<file path="src/rtl/tpu_task_scheduler.sv">
`default_nettype none
// ---------------------------------------------------------------------------
// tpu_task_scheduler : in-order task queue, round-robin affinity dispatch,
// per-unit watchdog FSMs and tagged round-robin completion port.  Rev 1.0
// ---------------------------------------------------------------------------
module tpu_task_scheduler #(
  parameter int NUM_UNITS   = 4,
  parameter int QUEUE_DEPTH = 8,
  parameter int DESC_WIDTH  = 48,
  parameter int TAG_WIDTH   = 8,
  parameter int TIMEOUT_W   = 16
) (
  input  logic                           clk,
  input  logic                           rst_n,
  input  logic                           enable,
  input  logic                           sub_valid,
  output logic                           sub_ready,
  input  logic [DESC_WIDTH-1:0]          sub_desc,
  input  logic [TAG_WIDTH-1:0]           sub_tag,
  input  logic [NUM_UNITS-1:0]           sub_affinity,
  output logic [NUM_UNITS-1:0]           unit_start,
  output logic [DESC_WIDTH-1:0]          unit_desc,
  input  logic [NUM_UNITS-1:0]           unit_done,
  input  logic [NUM_UNITS-1:0]           unit_error,
  input  logic [NUM_UNITS-1:0]           unit_busy,
  input  logic [TIMEOUT_W-1:0]           timeout_limit,
  output logic                           cpl_valid,
  input  logic                           cpl_ready,
  output logic [$clog2(NUM_UNITS)-1:0]   cpl_unit,
  output logic [TAG_WIDTH-1:0]           cpl_tag,
  output logic [1:0]                     cpl_status,
  output logic [$clog2(QUEUE_DEPTH):0]   queue_count,
  output logic [NUM_UNITS-1:0]           units_active,
  output logic [15:0]                    err_count,
  input  logic                           int_en,
  input  logic                           int_clear,
  output logic                           interrupt
);

  localparam int UW = $clog2(NUM_UNITS);
  localparam int AW = $clog2(QUEUE_DEPTH);
  localparam int CW = AW + 1;

  typedef enum logic [1:0] {
    U_IDLE = 2'd0,
    U_RUN  = 2'd1,
    U_CPL  = 2'd2
  } ustate_t;

  // First requester at or above ptr, wrapping modulo NUM_UNITS.
  function automatic logic [UW-1:0] f_rr_pick(input logic [NUM_UNITS-1:0] req,
                                               input logic [UW-1:0] ptr);
    logic [UW-1:0] sel;
    logic [UW-1:0] cand;
    logic          found;
    int            idx;
    sel   = '0;
    found = 1'b0;
    for (int k = 0; k < NUM_UNITS; k++) begin
      idx = int'(ptr) + k;
      if (idx >= NUM_UNITS) idx = idx - NUM_UNITS;
      cand = UW'(idx);
      if (!found && req[cand]) begin
        found = 1'b1;
        sel   = cand;
      end
    end
    return sel;
  endfunction

  function automatic logic [UW-1:0] f_inc(input logic [UW-1:0] p);
    return (p == UW'(NUM_UNITS - 1)) ? '0 : p + UW'(1);
  endfunction

  logic [DESC_WIDTH-1:0] r_q_desc [QUEUE_DEPTH];
  logic [TAG_WIDTH-1:0]  r_q_tag  [QUEUE_DEPTH];
  logic [NUM_UNITS-1:0]  r_q_aff  [QUEUE_DEPTH];
  logic [AW-1:0]         r_wr_ptr, r_rd_ptr;
  logic [CW-1:0]         r_count;
  logic [UW-1:0]         r_rr_ptr, r_cpl_ptr, r_cpl_lock_unit;
  logic                  r_cpl_lock;
  logic [NUM_UNITS-1:0]  r_unit_start;
  logic [DESC_WIDTH-1:0] r_unit_desc;
  logic [15:0]           r_err_count;
  logic                  r_interrupt;

  ustate_t               r_state      [NUM_UNITS];
  ustate_t               w_state_nxt  [NUM_UNITS];
  logic [1:0]            r_status     [NUM_UNITS];
  logic [1:0]            w_status_nxt [NUM_UNITS];
  logic [TIMEOUT_W-1:0]  r_wdog       [NUM_UNITS];
  logic [TAG_WIDTH-1:0]  r_utag       [NUM_UNITS];

  logic                  w_push, w_disp, w_cpl_hs;
  logic [NUM_UNITS-1:0]  w_head_aff, w_avail, w_match, w_cpl_req;
  logic [UW-1:0]         w_pick, w_cpl_sel;

  assign sub_ready  = (r_count < CW'(QUEUE_DEPTH));
  assign w_push     = sub_valid && sub_ready;
  assign w_head_aff = (r_q_aff[r_rd_ptr] == '0) ? '1 : r_q_aff[r_rd_ptr];

  always_comb begin
    for (int i = 0; i < NUM_UNITS; i++) begin
      w_avail[i]      = (r_state[i] == U_IDLE) && !unit_busy[i];
      w_cpl_req[i]    = (r_state[i] == U_CPL);
      units_active[i] = (r_state[i] != U_IDLE);
    end
  end

  assign w_match  = w_head_aff & w_avail;
  assign w_disp   = enable && (r_count != '0) && (|w_match);
  assign w_pick   = f_rr_pick(w_match, r_rr_ptr);

  // A stalled completion stays locked so a newly completing unit cannot displace it.
  assign w_cpl_sel = r_cpl_lock ? r_cpl_lock_unit : f_rr_pick(w_cpl_req, r_cpl_ptr);
  assign cpl_valid = |w_cpl_req;
  assign w_cpl_hs  = cpl_valid && cpl_ready;
  assign cpl_unit   = cpl_valid ? w_cpl_sel : '0;
  assign cpl_tag    = cpl_valid ? r_utag[w_cpl_sel] : '0;
  assign cpl_status = cpl_valid ? r_status[w_cpl_sel] : 2'b00;

  assign unit_start  = r_unit_start;
  assign unit_desc   = r_unit_desc;
  assign queue_count = r_count;
  assign err_count   = r_err_count;
  assign interrupt   = r_interrupt;

  always_ff @(posedge clk) begin
    if (w_push) begin
      r_q_desc[r_wr_ptr] <= sub_desc;
      r_q_tag[r_wr_ptr]  <= sub_tag;
      r_q_aff[r_wr_ptr]  <= sub_affinity;
    end
  end

  always_ff @(posedge clk or negedge rst_n) begin
    if (!rst_n) begin
      r_wr_ptr     <= '0;
      r_rd_ptr     <= '0;
      r_count      <= '0;
      r_rr_ptr     <= '0;
      r_unit_start <= '0;
      r_unit_desc  <= '0;
    end else begin
      if (w_push) r_wr_ptr <= r_wr_ptr + AW'(1);
      if (w_disp) begin
        r_rd_ptr    <= r_rd_ptr + AW'(1);
        r_rr_ptr    <= f_inc(w_pick);
        r_unit_desc <= r_q_desc[r_rd_ptr];
      end
      case ({w_push, w_disp})
        2'b10:   r_count <= r_count + CW'(1);
        2'b01:   r_count <= r_count - CW'(1);
        default: r_count <= r_count;
      endcase
      r_unit_start <= w_disp ? (NUM_UNITS'(1) << w_pick) : '0;
    end
  end

  // Done/error are ignored during the start pulse; error outranks done, both outrank timeout.
  always_comb begin
    for (int i = 0; i < NUM_UNITS; i++) begin
      w_state_nxt[i]  = r_state[i];
      w_status_nxt[i] = r_status[i];
      case (r_state[i])
        U_IDLE: if (w_disp && (w_pick == UW'(i))) w_state_nxt[i] = U_RUN;
        U_RUN: begin
          if (!r_unit_start[i] && unit_error[i]) begin
            w_state_nxt[i]  = U_CPL;
            w_status_nxt[i] = 2'b01;
          end else if (!r_unit_start[i] && unit_done[i]) begin
            w_state_nxt[i]  = U_CPL;
            w_status_nxt[i] = 2'b00;
          end else if ((timeout_limit != '0) &&
                       (r_wdog[i] + TIMEOUT_W'(1) == timeout_limit)) begin
            w_state_nxt[i]  = U_CPL;
            w_status_nxt[i] = 2'b10;
          end
        end
        U_CPL: if (w_cpl_hs && (w_cpl_sel == UW'(i))) w_state_nxt[i] = U_IDLE;
        default: w_state_nxt[i] = U_IDLE;
      endcase
    end
  end

  always_ff @(posedge clk or negedge rst_n) begin
    if (!rst_n) begin
      for (int i = 0; i < NUM_UNITS; i++) r_state[i] <= U_IDLE;
    end else begin
      for (int i = 0; i < NUM_UNITS; i++) r_state[i] <= w_state_nxt[i];
    end
  end

  always_ff @(posedge clk or negedge rst_n) begin
    if (!rst_n) begin
      for (int i = 0; i < NUM_UNITS; i++) begin
        r_status[i] <= 2'b00;
        r_wdog[i]   <= '0;
        r_utag[i]   <= '0;
      end
    end else begin
      for (int i = 0; i < NUM_UNITS; i++) begin
        r_status[i] <= w_status_nxt[i];
        if (w_disp && (w_pick == UW'(i))) begin
          r_wdog[i] <= '0;
          r_utag[i] <= r_q_tag[r_rd_ptr];
        end else if (r_state[i] == U_RUN) begin
          r_wdog[i] <= r_wdog[i] + TIMEOUT_W'(1);
        end
      end
    end
  end

  always_ff @(posedge clk or negedge rst_n) begin
    if (!rst_n) begin
      r_cpl_ptr       <= '0;
      r_cpl_lock      <= 1'b0;
      r_cpl_lock_unit <= '0;
      r_err_count     <= '0;
      r_interrupt     <= 1'b0;
    end else begin
      r_cpl_lock      <= cpl_valid && !cpl_ready;
      r_cpl_lock_unit <= w_cpl_sel;
      if (w_cpl_hs) begin
        r_cpl_ptr <= f_inc(w_cpl_sel);
        if ((cpl_status != 2'b00) && (r_err_count != 16'hFFFF))
          r_err_count <= r_err_count + 16'd1;
      end
      if (w_cpl_hs && int_en) r_interrupt <= 1'b1;
      else if (int_clear)     r_interrupt <= 1'b0;
    end
  end

endmodule
`default_nettype wire
</file>
<file path="config.mk">
export PLATFORM = sky130hd
export DESIGN_NAME = tpu_task_scheduler
export DESIGN_NICKNAME = d
export VERILOG_FILES = /design/src/rtl/tpu_task_scheduler.sv
export SDC_FILE = /design/constraint.sdc
export NUM_CORES = 1
export LEC_CHECK = 0
export ABC_AREA = 1
export CAP_MARGIN = 20
export CORE_ASPECT_RATIO = 2
export CORE_MARGIN = 2
export CORE_UTILIZATION = 41
export DETAILED_ROUTE_END_ITERATION = 6
export PLACE_DENSITY_LB_ADDON = 0.08
export SLEW_MARGIN = 10
export SYNTH_ARGS = -nofsm -noshare
export SYNTH_HDL_FRONTEND = slang
export SYNTH_SLANG_ARGS = --single-unit
</file>
<file path="constraint.sdc">
create_clock -name clk -period 12.3 [get_ports clk]
set_clock_uncertainty 0.05 [all_clocks]
set_input_delay 1.23 -clock clk [delete_from_list [all_inputs] [get_ports clk]]
set_output_delay 1.23 -clock clk [all_outputs]
set_load 0.01 [all_outputs]
</file>
==> impl_metrics.toml, run 1 <==
[grt]
grtUsageMet2 = 0.401
track_usage = 0.211
overflow = 0
busiest_layer = "met2"
grt_pass1_wl_um = 123000
met3_usage = 0.0368
grt_pass1_vias = 21400
grt_start_max_net_pins = 131
antenna_found_initial = 9
met1_usage = 0.235

[yosys]
synth_edf_count = 480
synth_area_per_cell_um2 = 10.5
yosysSeqAreaShare = 0.647
synth_cell_type_count = 48
synthCells = 2849
synth_commonest_cells = "nand2_1, edfxtp_1, o21ai_0"
synth_warnings = 0
synthFlopType = "edfxtp_1"
syn-cell-area_mm2 = 0.0299
yosysMostFrequentCell = "nand2_1"
yosys.area.top_type_share = 0.482
synth_top_area_cell = "edfxtp_1"
syn-num-nets = 2963
synth_async_sr_flop_share = 0.292
ys_ff_latch = 678
synth.area.top_cells = "edfxtp_1, dfrtp_1, nand2_1, o21ai_0, nor2_1"

[critical_path]
startpoint_type = "flop"
endpoint = "queue_count[3]"
worstPathRequired_ns = 12.77
crit_family = "buffers and inverters"
r2r_end = "queue_count[3]"
crit_path_end_kind = "flop"
worstReg2RegStart = "r_rd_ptr[1]"
arrival_ns = 5.86
critPathBufInv = 3
worstPathCellList = "inv_2 -> buf_4 -> nand3_1 -> nand3_1 -> nand2_1 -> nand2_1 -> o21ai_1 -> nand2_1 -> nand4_1 -> nand2_4 -> inv_1 -> ha_1 -> ha_1 -> nand2_1 -> nor2_1 -> a211oi_1 -> nor2_1 -> nor2_1 -> nand2_1 -> xor2_1"
critPathKind = "reg -> reg"
critical_path_cell_count = 20
path_max_fanout = 76
crit_path_max_incr_delay_ns = 0.82
cp-startpoint = "r_rd_ptr[1]"
ff2ff_path_depth = 20
cpMostUsedCell = "nand2_1"
crit_slowest_cell = "buf_4"
regToRegSetupSlack_ns = 6.91

[drt]
wl_um = 79400
drtPass1Iterations = 6
vias_per_cell = 5.35
antenna_left = 0
drtIter0Drc = 1200
drc = 0
wl_per_cell_um = 20.1
vias = 21200

[cts]
holdBufCountCts = 0
root_buffer = "clkbuf_16"
cts_resized = 0
clkSinkCount = 678
clk_pin_slew_ns = 0.07
cts_tree = "done"
htree_num_levels = 2
clockBufferDepth = 3
numCtsBuffers = 61
insertion_delay_ns = 0.66
post-cts-setup-buffers = 0

[die]
die_w_um = 195
die_y_um = 386
fp.dieArea_mm2 = 0.0753
start_util = 0.413
core_mm2 = 0.0725
rows = 140
ios = 186

[timing]
slew_headroom = 0.352
setup_ws_ns = 6.91
setup_viol = 0
fin_crit_ns = 5.39
grt_setup_unrepaired = "false"
finalHoldViolations = 0
period_share = 0.438
drv_slew = 0
worstMarginPinSlew_ns = 0.969
setup-tns-final_ns = 0
max_clock_freq_mhz = 186

[status]
status = "complete, no violations"

[placement]
dp_hpwl_um = 47900
place_inst = 3836
place.gp.congestion = 0.915
place_ws_ns = 6.85
place.port_buffers = 185

[layout]
area_growth_pct = 16.1
instances_no_fill = 3957
nets = 3092
fin_util = 0.479
drive_above_1_share = 0.0640

[power_and_ir_drop]
totalPowerFinal_mw = 8.42
power.leakage_nw = 13.3
ir_drop_mv = 0.168
p_per_area_mw_per_mm2 = 242

[flow_run]
drv_cap = 0

[min_path]
hold_class = "reg -> reg"
[cells by family (layout without fill, tap and decap cells)]
group | Yosys count | in the layout | synth area share
compound gates | 593 | 593 | 0.115
flops | 678 | 678 | 0.647
other cells | 0 | 3 | 0
buf+inv | 375 | 557 | 0.0513
xor+xnor | 89 | 89 | 0.0268
fa+ha+maj | 19 | 19 | 0.00819
simple gates | 1095 | 1095 | 0.151
[sequential cells by signal, summed over array words and instances, names as in the netlist]
name	cells
r_cpl_ptr	2
unit_start	4
queue_count	4
r_rd_ptr	3
r_cpl_lock	1
r_cpl_lock_unit	2
r_wr_ptr	3
unit_desc	48
r_status	8
r_state	8
r_q_aff	32
interrupt	1
err_count	16
r_wdog	64
r_utag	32
r_q_tag	64
r_rr_ptr	2
r_q_desc	384
[cell usage in the layout, fill, tap and decap left out, types with 4 or more instances in the layout]
cell type | Yosys | routed
o211ai_2 | 6 | 6
buf_4 | 5 | 23
nor2_1 | 354 | 346
o21ai_1 | 7 | 7
clkbuf_8 | 0 | 7
o21ai_0 | 381 | 381
nor4_1 | 8 | 7
a21oi_1 | 23 | 23
edfxtp_1 | 480 | 480
nor3_1 | 14 | 14
a31oi_1 | 8 | 8
clkinv_1 | 4 | 5
nand2_1 | 530 | 530
o22ai_1 | 57 | 57
inv_2 | 13 | 13
ha_1 | 18 | 18
clkbuf_1 | 110 | 11
clkinvlp_4 | 0 | 4
nand4_1 | 32 | 32
xnor2_1 | 18 | 18
or2_2 | 14 | 14
clkdlybuf4s50_1 | 0 | 184
nand3_1 | 128 | 128
clkinv_2 | 0 | 17
o211ai_1 | 41 | 41
dfrtp_1 | 198 | 196
clkbuf_16 | 0 | 61
inv_1 | 212 | 212
o221ai_1 | 48 | 48
o21bai_1 | 12 | 12
xor2_1 | 69 | 69
bufinv_16 | 0 | 10
nor2_4 | 1 | 9
[worst reg2reg max path: stages, from the launching register on]
cell and delay (ns):
dfrtp_4 0.76, inv_2 0.80, buf_4 0.83, nand3_1 0.17
nand3_1 0.10, nand2_1 0.11, nand2_1 0.10, o21ai_1 0.10
nand2_1 0.08, nand4_1 0.14, nand2_4 0.40, inv_1 0.28
ha_1 0.29, ha_1 0.33, nand2_1 0.09, nor2_1 0.04
a211oi_1 0.24, nor2_1 0.07, nor2_1 0.08, nand2_1 0.06
xor2_1 0.13
[cell type report]
cell class | count | area, um^2
repair buffers | 210 | 2080
multi-input cells | 1796 | 9090
diodes | 3 | 7.51
clock inverters | 35 | 487
inverters | 231 | 876
clock buffers | 81 | 1680
flip-flops and latches | 678 | 19400
fillers | 6678 | 37800
well taps | 923 | 1150
[layer usage]
metal,up-vias,share of wire,routed length [um]
li1,10100,-,-
met1,10400,0.39,30700
met2,544,0.53,42000
met3,141,0.052,4140
met4,8,0.032,2550
met5,-,0.00072,57
[power by group]
part	total, mW	switching, mW	internal, mW	leakage [nW]
combinational	3.22	2.11	1.11	5.42
sequential	3.15	0.288	2.86	6.86
clock	2.05	0.871	1.18	1.06
total	8.42	3.27	5.15	13.3
[worst min path at each step]
stage,startpoint,endpoint,slack [ns],depth (start not counted)
after detailed placement,r_utag[1],r_utag[1],0.40,2
after floorplan,r_utag[0],r_utag[0],0.39,2
after global placement,r_utag[3],r_utag[3],0.40,2
after global routing,r_utag[1],r_utag[1],0.44,2
final,r_utag[1],r_utag[1],0.42,2
after CTS,r_utag[1],r_utag[1],0.42,2
[through the flow]
stage / hold WS [ns] / area, um^2
after detailed placement: 0.403 / 32500
after CTS: 0.419 / 34700
after global routing: 0.440 / 34800
after global placement: 0.400 / 32500
final: 0.416 / 34800
after floorplan: 0.387 / 29900
Note: power is estimated with default switching activity, not from simulation.
==> run 2, diff against run 1 <==
clock period = 4.8 ns   (was 12.3 ns; I/O delays follow)
==> impl_metrics.toml, run 2 (same netlist as run 1, synthesis figures left out) <==
[status]
status = "complete, no violations"

[layout]
reg_top3 = "r_q_desc (384), r_q_tag (64), r_wdog (64)"
final_cell_mix = "nand2_1, edfxtp_1, o21ai_0, nor2_1, inv_1"
num-fill-cells = 6708
multiInputGateArea_mm2 = 0.00909
final-seq-area_mm2 = 0.0194
fin_util = 0.482
drive_above_1_share = 0.0658
top_register = "r_q_desc"
largest_reg_flops = 384
layout_commonest_cell = "nand2_1"
final_cell_area_mm2 = 0.0350
nets = 3103
area_growth_pct = 16.9

[cts]
clk_pin_slew_ns = 0.06
cts_tree = "done"
root_buffer = "clkbuf_16"
clkSinkCount = 678
holdBufCountCts = 1
insertion_delay_ns = 0.62
numCtsBuffers = 67
cts_resized = 0
clockBufferDepth = 3
post-cts-setup-buffers = 0
htree_num_levels = 3

[critical_path]
startpoint_type = "flop"
worstPathRequired_ns = 4.27
path_max_fanout = 22
crit_path_end_kind = "output port"
regToRegSetupSlack_ns = 0.85
arrival_ns = 3.84
cp-startpoint = "r_cpl_ptr[0]"
critPathKind = "reg -> out"
ff2ff_path_depth = 19
r2r_end = "queue_count[3]"
worstReg2RegStart = "r_rd_ptr[1]"

[timing]
finalHoldViolations = 0
drv_slew = 0
setup_viol = 0
max_clock_freq_mhz = 229
period_share = 0.910
hold_slack_ns = 0.352
fin_crit_ns = 4.37
grt_setup_unrepaired = "false"
slew_headroom = 0.225
setup-tns-final_ns = 0
worstMarginPinSlew_ns = 1.16

[grt]
grt_pass1_vias = 21800
overflow = 0
track_usage = 0.216
grt_start_max_net_pins = 217
grt_pass1_wl_um = 125000
antenna_found_initial = 5

[placement]
placed_area_mm2 = 0.0327
dp_hpwl_um = 48600
place.port_buffers = 185
place.gp.congestion = 0.912

[power_and_ir_drop]
ir_drop_mv = 0.444
totalPowerFinal_mw = 21.8
p_per_area_mw_per_mm2 = 623
swShare = 0.385
power.leakage_nw = 13.4
clockPowerShare = 0.253
p_sw_mw = 8.39
power_frac_seq = 0.367
p_int_mw = 13.4
combPwrFrac = 0.380

[die]
core_mm2 = 0.0725
ios = 186
rows = 140
start_util = 0.413
die_y_um = 386
die_w_um = 195
fp.dieArea_mm2 = 0.0753

[drt]
drtPass1Iterations = 7
wl_um = 80100
drc = 0
wl_per_cell_um = 20.2
drtIter0Drc = 1183
vias = 21200
vias_per_cell = 5.34
antenna_left = 0

[flow_run]
drv_cap = 0

[min_path]
hold_class = "in -> async"
==> run 2: worst max-delay path: stages (launching register included) <==
cell and delay, ns:
dfrtp_1 0.62, inv_2 0.14, nand2_1 0.14, nand3_1 0.09
nand2_1 0.14, nand2_1 0.08, nor2_2 0.09, nand3_1 0.10
nand3b_1 0.10, nand2_1 0.47, a21oi_1 0.29, o21ai_0 0.11
a21oi_1 0.24, clkdlybuf4s50_1 0.60
==> run 2: worst max path at each step <==
stage	endpoint	slack (ns)	cells past startpoint
after floorplan	r_q_aff[0][0]	0.76	4
after global placement	queue_count[3]	0.81	19
after detailed placement	queue_count[3]	0.81	19
after CTS	cpl_tag[0]	0.33	12
after global routing	cpl_tag[7]	0.01	13
final	cpl_tag[0]	0.43	13
==> run 2: area by class of cell <==
type                    instances  area share
flip-flops and latches        678       0.554
clock inverters                34      0.0115
multi-input cells            1796       0.260
clock buffers                  87      0.0542
diodes                          2    0.000143
inverters                     231      0.0250
repair buffers                215      0.0621
well taps                     923      0.0330
==> run 2: through the flow <==
stage | cells | setup slack (ns)
3_3_place_gp | 3842 | 0.812
3_5_place_dp | 3842 | 0.811
5_1_grt | 3965 | 0.0121
4_1_cts | 3964 | 0.326
2_1_floorplan | 2849 | 0.760
6_report | 3966 | 0.432
==> run 2: power groups by stage <==
stage	clock (mW)	sequential, mW	combinational [mW]
after floorplan	0	7.99	5.57
after global placement	0	8.10	8.29
after detailed placement	0	8.11	8.42
after CTS	5.67	8.00	8.45
after global routing	5.86	8.11	9.38
final	5.51	8.00	8.29
==> run 2: routing by layer <==
metal,GRT usage,up-vias,share of wire
li1,-,10100,-
met1,0.249,10400,0.40
met2,0.391,509,0.52
met3,0.0379,164,0.048
met4,0.0930,6,0.037
met5,0,-,0.00057
